`src/rtl/trace_capture_buffer.sv`:
```
// Purpose : capture buffer for retired-instruction and trap events of the RV32I core.
//           Stream mode is a drop-when-full FIFO. Trigger mode keeps the newest DEPTH
//           entries, freezes POST_TRIG entries after a trap, then lets the reader drain.
// Latency : an entry written at edge N is visible on rd_valid/rd_data right after edge N.
//           The head entry is read combinationally (first-word fall-through).
// Backpr. : valid/ready readout. Stream mode drops new events when full and counts them
//           in ovf_cnt. Trigger mode overwrites the oldest entry and counts the overwrite.
// Ports   : clk/rst        clock, synchronous active-high reset
//           commit_*       WB-stage retire info; trap_* from the CSR unit
//           arm/mode       clear and start capture, latching mode (0=stream, 1=trigger)
//           rd_valid/rd_ready/rd_data  head-entry readout
//           level/ovf_cnt/state        stored count, saturating drop count, FSM state
module trace_capture_buffer #(
  parameter int XLEN      = 32,
  parameter int DEPTH     = 16,
  parameter int POST_TRIG = 4,
  parameter int CNT_W     = 16
) (
  input  logic                     clk,
  input  logic                     rst,
  input  logic                     commit_valid,
  input  logic [XLEN-1:0]          commit_pc,
  input  logic [31:0]              commit_inst,
  input  logic                     commit_rf_we,
  input  logic [4:0]               commit_rd,
  input  logic [XLEN-1:0]          commit_wdata,
  input  logic                     trap_valid,
  input  logic [XLEN-1:0]          trap_epc,
  input  logic [XLEN-1:0]          trap_cause,
  input  logic                     arm,
  input  logic                     mode,
  output logic                     rd_valid,
  input  logic                     rd_ready,
  output logic [3*XLEN+6:0]        rd_data,
  output logic [$clog2(DEPTH):0]   level,
  output logic [CNT_W-1:0]         ovf_cnt,
  output logic [1:0]               state
);

  localparam int EW = 3*XLEN + 7;
  localparam int AW = $clog2(DEPTH);
  localparam int LW = AW + 1;

  typedef enum logic [1:0] {
    S_IDLE    = 2'd0,
    S_CAPTURE = 2'd1,
    S_POST    = 2'd2,
    S_FROZEN  = 2'd3
  } state_e;

  state_e            state_q, state_d;
  logic              mode_q;
  logic [AW-1:0]     head_q, tail_q;
  logic [LW-1:0]     level_q, level_d;
  logic [LW-1:0]     post_q, post_d;
  logic [CNT_W-1:0]  ovf_q, ovf_d;
  logic [EW-1:0]     mem_q [DEPTH];

  logic              cap_en;
  logic              full;
  logic              pop;
  logic              acc;
  logic              wr;
  logic              overwrite;
  logic              head_adv;
  logic [1:0]        ovf_inc;
  logic [CNT_W:0]    ovf_sum;
  logic [XLEN-1:0]   inst_ext;
  logic [EW-1:0]     entry;

  // ---------------------------------------------------------------- datapath comb
  assign inst_ext = XLEN'(commit_inst);

  // A trap wins the single write slot; a coincident commit is lost and counted.
  assign entry = trap_valid ? {1'b1, trap_epc, trap_cause, 5'd0, 1'b0, {XLEN{1'b0}}}
                            : {1'b0, commit_pc, inst_ext, commit_rd, commit_rf_we, commit_wdata};

  assign full      = (level_q == LW'(DEPTH));
  assign pop       = rd_valid & rd_ready;
  // Events in the arm cycle are discarded without being counted.
  assign acc       = cap_en & (commit_valid | trap_valid) & ~arm;
  // Stream accepts when there is room or the head leaves this cycle; trigger always writes.
  assign wr        = acc & (mode_q | ~full | pop);
  assign overwrite = wr & full & mode_q;
  assign head_adv  = pop | overwrite;

  assign ovf_inc = {1'b0, acc & commit_valid & trap_valid}
                 + {1'b0, acc & ~wr}
                 + {1'b0, overwrite};
  assign ovf_sum = {1'b0, ovf_q} + (CNT_W+1)'(ovf_inc);
  assign ovf_d   = ovf_sum[CNT_W] ? {CNT_W{1'b1}} : ovf_sum[CNT_W-1:0];

  assign level_d = level_q + {{AW{1'b0}}, wr} - {{AW{1'b0}}, head_adv};

  // ---------------------------------------------------------------- FSM: state register
  always_ff @(posedge clk) begin
    if (rst) begin
      state_q <= S_IDLE;
    end else begin
      state_q <= state_d;
    end
  end

  // ---------------------------------------------------------------- FSM: next state
  always_comb begin
    state_d = state_q;
    post_d  = post_q;
    if (arm) begin
      state_d = S_CAPTURE;
      post_d  = '0;
    end else begin
      case (state_q)
        S_CAPTURE: begin
          // wr with trap_valid means the trap itself was the entry written.
          if (wr && mode_q && trap_valid) begin
            if (POST_TRIG == 0) begin
              state_d = S_FROZEN;
            end else begin
              state_d = S_POST;
              post_d  = LW'(POST_TRIG);
            end
          end
        end
        S_POST: begin
          if (wr) begin
            post_d = post_q - LW'(1);
            if (post_q == LW'(1)) begin
              state_d = S_FROZEN;
            end
          end
        end
        default: ;
      endcase
    end
  end

  // ---------------------------------------------------------------- FSM: outputs
  always_comb begin
    cap_en   = 1'b0;
    rd_valid = 1'b0;
    case (state_q)
      S_CAPTURE: begin
        cap_en   = 1'b1;
        rd_valid = ~mode_q & (level_q != '0);
      end
      S_POST:   cap_en   = 1'b1;
      S_FROZEN: rd_valid = (level_q != '0);
      default: ;
    endcase
  end

  // ---------------------------------------------------------------- pointers and counters
  always_ff @(posedge clk) begin
    if (rst) begin
      mode_q  <= 1'b0;
      head_q  <= '0;
      tail_q  <= '0;
      level_q <= '0;
      ovf_q   <= '0;
      post_q  <= '0;
    end else if (arm) begin
      mode_q  <= mode;
      head_q  <= '0;
      tail_q  <= '0;
      level_q <= '0;
      ovf_q   <= '0;
      post_q  <= '0;
    end else begin
      post_q  <= post_d;
      level_q <= level_d;
      ovf_q   <= ovf_d;
      if (wr) begin
        tail_q <= tail_q + AW'(1);
      end
      if (head_adv) begin
        head_q <= head_q + AW'(1);
      end
    end
  end

  // Storage carries no reset; rd_data is only meaningful while rd_valid is high.
  always_ff @(posedge clk) begin
    if (wr && !rst) begin
      mem_q[tail_q] <= entry;
    end
  end

  assign rd_data = mem_q[head_q];
  assign level   = level_q;
  assign ovf_cnt = ovf_q;
  assign state   = state_q;

endmodule

```
`config.mk`:
```
export PLATFORM = sky130hd
export DESIGN_NAME = trace_capture_buffer
export DESIGN_NICKNAME = d
export VERILOG_FILES = /design/src/rtl/trace_capture_buffer.sv
export SDC_FILE = /design/constraint.sdc
export NUM_CORES = 1
export LEC_CHECK = 0
export ABC_AREA = 1
export CAP_MARGIN = 20
export CORE_MARGIN = 4
export CORE_UTILIZATION = 50
export CTS_CLUSTER_SIZE = 30
export DETAILED_ROUTE_END_ITERATION = 7
export DONT_BUFFER_PORTS = 1
export SKIP_LAST_GASP = 1
export SYNTH_ARGS = -nofsm -noshare
export SYNTH_HDL_FRONTEND = slang
export SYNTH_SLANG_ARGS = --single-unit
```
`constraint.sdc`:
```
create_clock -name clk -period 8.9 [get_ports clk]
set_clock_uncertainty 0.05 [all_clocks]
set_input_delay 1.78 -clock clk [delete_from_list [all_inputs] [get_ports clk]]
set_output_delay 1.78 -clock clk [all_outputs]
set_load 0.1 [all_outputs]
```
# Word level (Yosys, flattened, before mapping)
# Memory sizes are Yosys's and may differ from the RTL's. A register that Yosys moved wholly into a read port is not among the register bits.
# Cells that the tools add are included.
# W data, S select, Z words.
# totals
inputBits	173
regBits	37
ramBits	1648
memories	1
# op_classes
eq_ne	11
bitwise	18
n_mux	16
n_reduce_logical	12
addsub	8
# mem_list
name	words	width	read_ports	rd_ports_with_merged_regs	write_ports	line_no	text
mem_q	16	103	1	1	1	57	logic [EW-1:0] mem_q [DEPTH];
# op_table
operator	count
$mux W103	1
$add A16 B2 Y17	1
$mux W16	1
$and A1 B1 Y1	10
$mux W5	2
$pmux W5 S2	1
$ne A3 B3 Y1 const B	3
$add A4 B1 Y4 const B	2
$mux W4	2
$reduce_and A4 Y1	2
$mux W2	3
$ne A2 B2 Y1 const B	3
$add A5 B1 Y5	1
$eq A5 B1 Y1 const B	1
$eq A5 B5 Y1 const B	1
$reduce_bool A5 Y1	1
$sub A5 B1 Y5	1
$sub A5 B1 Y5 const B	1
$eq A2 B2 Y1 const B	2
$mux W1	4
$not A1 Y1	4
$or A1 B1 Y1	4
$pmux W2 S2	1
$reduce_or A2 Y1	2
9 further kinds	11

# Logic depth before layout (Yosys ltp)
# logic_depth
word_depth	12
depth_mapped	21

# Worst setup path before layout
# OpenSTA, ideal clock, no wires.
# synth_path
path_type	input -> register
startpoint	input trap_valid
endpoint	memory mem_q[11][0] (netlist name) (enable)
arrival_time_ns	6.856
n_path_buf	1
setup_time_ns	0.566
path_stages	7
setup_slack_ns	1.428
t_required_ns	8.284
path_cell_list	buf_2 nor2_1 nor3_2 nand2_2 inv_1 nand2_1 nor2_1
# synth_between
elab_chain_cells	7
# synth_rtl
item	line_no	text
start, declared	27	input logic trap_valid,
$or A1 B1 Y1	81	assign acc = cap_en & (commit_valid | trap_valid) & ~arm;
$and A1 B1 Y1 (2 in series)	81	
$and A1 B1 Y1	83	assign wr = acc & (mode_q | ~full | pop);
$logic_and A1 B1 Y1	183	if (wr && !rst) begin
$mux W1	183	
$mux W1 (not written as such)	184	mem_q[tail_q] <= entry;
end, declared	57	
# No other way between the ends.

==> results.yml <==
outcome:
  status: "completed"
synthesis:
  synth_fp_nets: 5112
  avgSynthCellArea_um2: 13.9
  syn_inst: 4918
  yosys.cell_types.count: 35
  synth_seq_area_share_pct: 73.4
  synth_warnings: 0
  syn-cell-area_mm2: 0.0685
  ys_ff_latch: 1689
cells_and_area:
  fillers: 10865
  multiInputGateArea_mm2: 0.0150
  syn2layout_area_growth_pct: 10.3
  post-route-util_pct: 55.7
  drive_above_1_share_pct: 6.64
  layout.nets: 5036
  layout.area.seq_mm2: 0.0503
sta:
  fin_hold_ws_ns: 0.419
  final-hold-violation-count: 0
  setup_tns_ns: 0
  fin_ws_ns: 2.61
  slew_viol_final: 0
  rsz0062_at_grt: "false"
  worst_pin_slew_ns: 1.16
  final-setup-viol-count: 0
  period_needed_ns: 6.29
  fin_crit_sh_pct: 70.7
  max_freq_mhz: 159
  relSlewSlack_pct: 22.5
grt:
  grt_pass1_vias: 37805
  grt_max_degree: 191
  grt_first_pass_wirelength_um: 244000
  grt_usage_pct: 23.0
  grt-ovfl-total: 0
  grt_antenna_before_repair: 1
worst_setup_path:
  rrSetupSlack_ns: 4.15
  worstRegToRegCells: 8
  arrival_ns: 4.46
  timing.rr.end: "mem_q[6][43]$_DFFE_PP_"
  path_max_fanout: 72
  r2r-start: "state[0]$_SDFFE_PP0P_"
  worstPathRequired_ns: 7.07
  path_class: "reg2out"
  crit_path_end: "rd_data[1]"
  critPathLaunchType: "flip-flop"
  endpoint_kind: "output port"
placement:
  gp_congestion: 0.744
  port_buffers: 0
  dp_slack_ns: 3.44
  hpwl_um: 77100
die:
  fp.dieH_um: 378
  start_util_pct: 50.5
  dieWidth_um: 378
  rows: 135
  io_pins: 300
  dieArea_mm2: 0.143
  core_mm2: 0.136
detailed_routing:
  drt_first_pass_iters: 5
  drtIter0Drc: 3125
  ant_nets: 0
  wl_um: 166000
  vias: 38836
  via_per_inst: 5.74
  drc_errors: 0
  wl_per_cell_um: 24.6
clock_tree:
  clk_path_buf_depth: 3
  post-cts-setup-buffer-count: 0
  clk_latency_ns: 0.79
  ctsResizeCount: 0
  clkSinkCount: 1689
  clkSlewWorstSetupHoldPaths_ns: 0.06
  hold_buffers: 0
  tritoncts: "built"
  numCtsBuffers: 176
  ctsHtreeMaxLevel: 4
  cts_root_buf: "clkbuf_16"
power:
  p_leak_nw: 24.6
  powerDensity_mw_per_mm2: 213
  vdd.ir_drop.worst_mv: 0.180
min_path:
  min_path_type: "reg2reg"
job:
  maxCapViolations: 0
logic make-up (layout without fill, tap and decap cells):
logic type	Yosys count	count (layout)	synth area share (%)
AO/OA/AOI/OAI	1362	1362	11.5
XOR/XNOR	15	15	0.192
adder cells (fa/ha/maj)	21	21	0.416
buffers and inverters	825	889	4.87
flip-flops	1689	1689	73.4
multiplexers	412	412	6.02
other	0	1	0
AND/OR/NAND/NOR	594	594	3.63
layer usage:
metal  GRT usage, %  up-vias  wire [um]
li1               -    18065          -
met1           31.1    19471      71200
met2           38.6     1048      81600
met3           4.19      252       9470
met4           6.60        0       4000
met5              0        -          0
area by class of cell:
type,count,share of cell area [%]
antenna,1,0.00331
clock buffer,223,6.11
clock inverter,95,1.04
inverter,506,2.54
multi-input combinational,2404,19.8
sequential,1689,66.6
tap,1781,2.95
timing repair buffer,65,0.970
flip-flops by register name (all words and copies together) (netlist names), named ones only:
signal	flops
tail_q	4
mode_q	1
post_q	5
head_q	4
mem_q	1648
level	5
ovf_cnt	16
state	2
metrics by stage:
| step | instances | total power [mW] | cell area (um2) |
|---|---|---|---|
| CTS | 6759 | 16.2 | 75600 |
| finish | 6764 | 16.1 | 75600 |
| global placement | 6441 | 9.31 | 70100 |
| global route | 6763 | 16.6 | 75600 |
| floorplan | 4918 | 9.21 | 68500 |
| detailed placement | 6441 | 9.32 | 70100 |
placed cells by master (no fill, tap or decap), types with 10 or more instances in the layout:
cell	n
edfxtp_1	1648
inv_1	500
clkinv_1	43
nand3_1	148
dfxtp_1	37
bufinv_16	10
nand2_1	346
a21oi_1	436
nor2_1	65
ha_1	18
buf_12	18
o21ai_0	511
nor2_4	16
clkinv_2	23
buf_4	46
clkbuf_16	178
o211ai_1	412
clkbuf_1	45
mux2i_1	412
worst min path at each step:
| stage | start | endpoint | slack [ns] | cells after the start |
|---|---|---|---|---|
| final | post_q[2]$_SDFFE_PP0P_ | post_q[2]$_SDFFE_PP0P_ | 0.42 | 2 |
| after global placement | post_q[2]$_SDFFE_PP0P_ | post_q[2]$_SDFFE_PP0P_ | 0.41 | 2 |
| after detailed placement | post_q[2]$_SDFFE_PP0P_ | post_q[2]$_SDFFE_PP0P_ | 0.41 | 2 |
| after floorplan | post_q[2]$_SDFFE_PP0P_ | post_q[2]$_SDFFE_PP0P_ | 0.40 | 2 |
| after global routing | post_q[2]$_SDFFE_PP0P_ | post_q[2]$_SDFFE_PP0P_ | 0.46 | 2 |
| after CTS | post_q[2]$_SDFFE_PP0P_ | post_q[2]$_SDFFE_PP0P_ | 0.42 | 2 |
worst max-delay path, cell delays in order, from the launching register on:
cell,delay (ns)
dfxtp_4,0.74
buf_4,0.79
buf_4,0.85
a21oi_1,0.08
o21ai_0,0.12
o211ai_1,0.11
nand3_1,0.13
nand2_1,0.70
where the power goes:
group | internal, mW | switching (mW) | total [mW]
logic | 0.0407 | 0.307 | 0.347
registers | 8.78 | 0.0122 | 8.79
clock network | 3.96 | 2.97 | 6.93
total | 12.8 | 3.29 | 16.1
Yosys cell counts:
library cell	instances	area (um2)
a21oi_1	436	2180
a31oi_1	1	6.26
buf_1	39	146
buf_2	59	295
buf_4	34	255
buf_6	5	56.3
clkbuf_1	182	683
dfxtp_1	41	821
edfxtp_1	1648	49500
fa_1	3	60.1
ha_1	18	225
inv_1	503	1890
inv_2	3	11.3
mux2i_1	412	4120
nand2_1	346	1300
nand2_2	2	12.5
nand3_1	148	741
nand3_2	1	10.0
nand3b_1	1	7.51
nand4_1	3	18.8
nand4_2	1	12.5
nor2_1	81	304
nor3_1	3	15.0
nor3_2	1	10.0
nor3_4	1	16.3
nor3b_2	1	12.5
nor4_1	1	6.26
o211ai_1	412	3090
o21ai_0	511	2560
o21ai_1	1	5.00
o21bai_1	1	7.51
or2_2	3	18.8
or3_1	1	6.26
xnor2_1	8	70.1
xor2_1	7	61.3
Note: power is estimated with default switching activity, not from simulation.
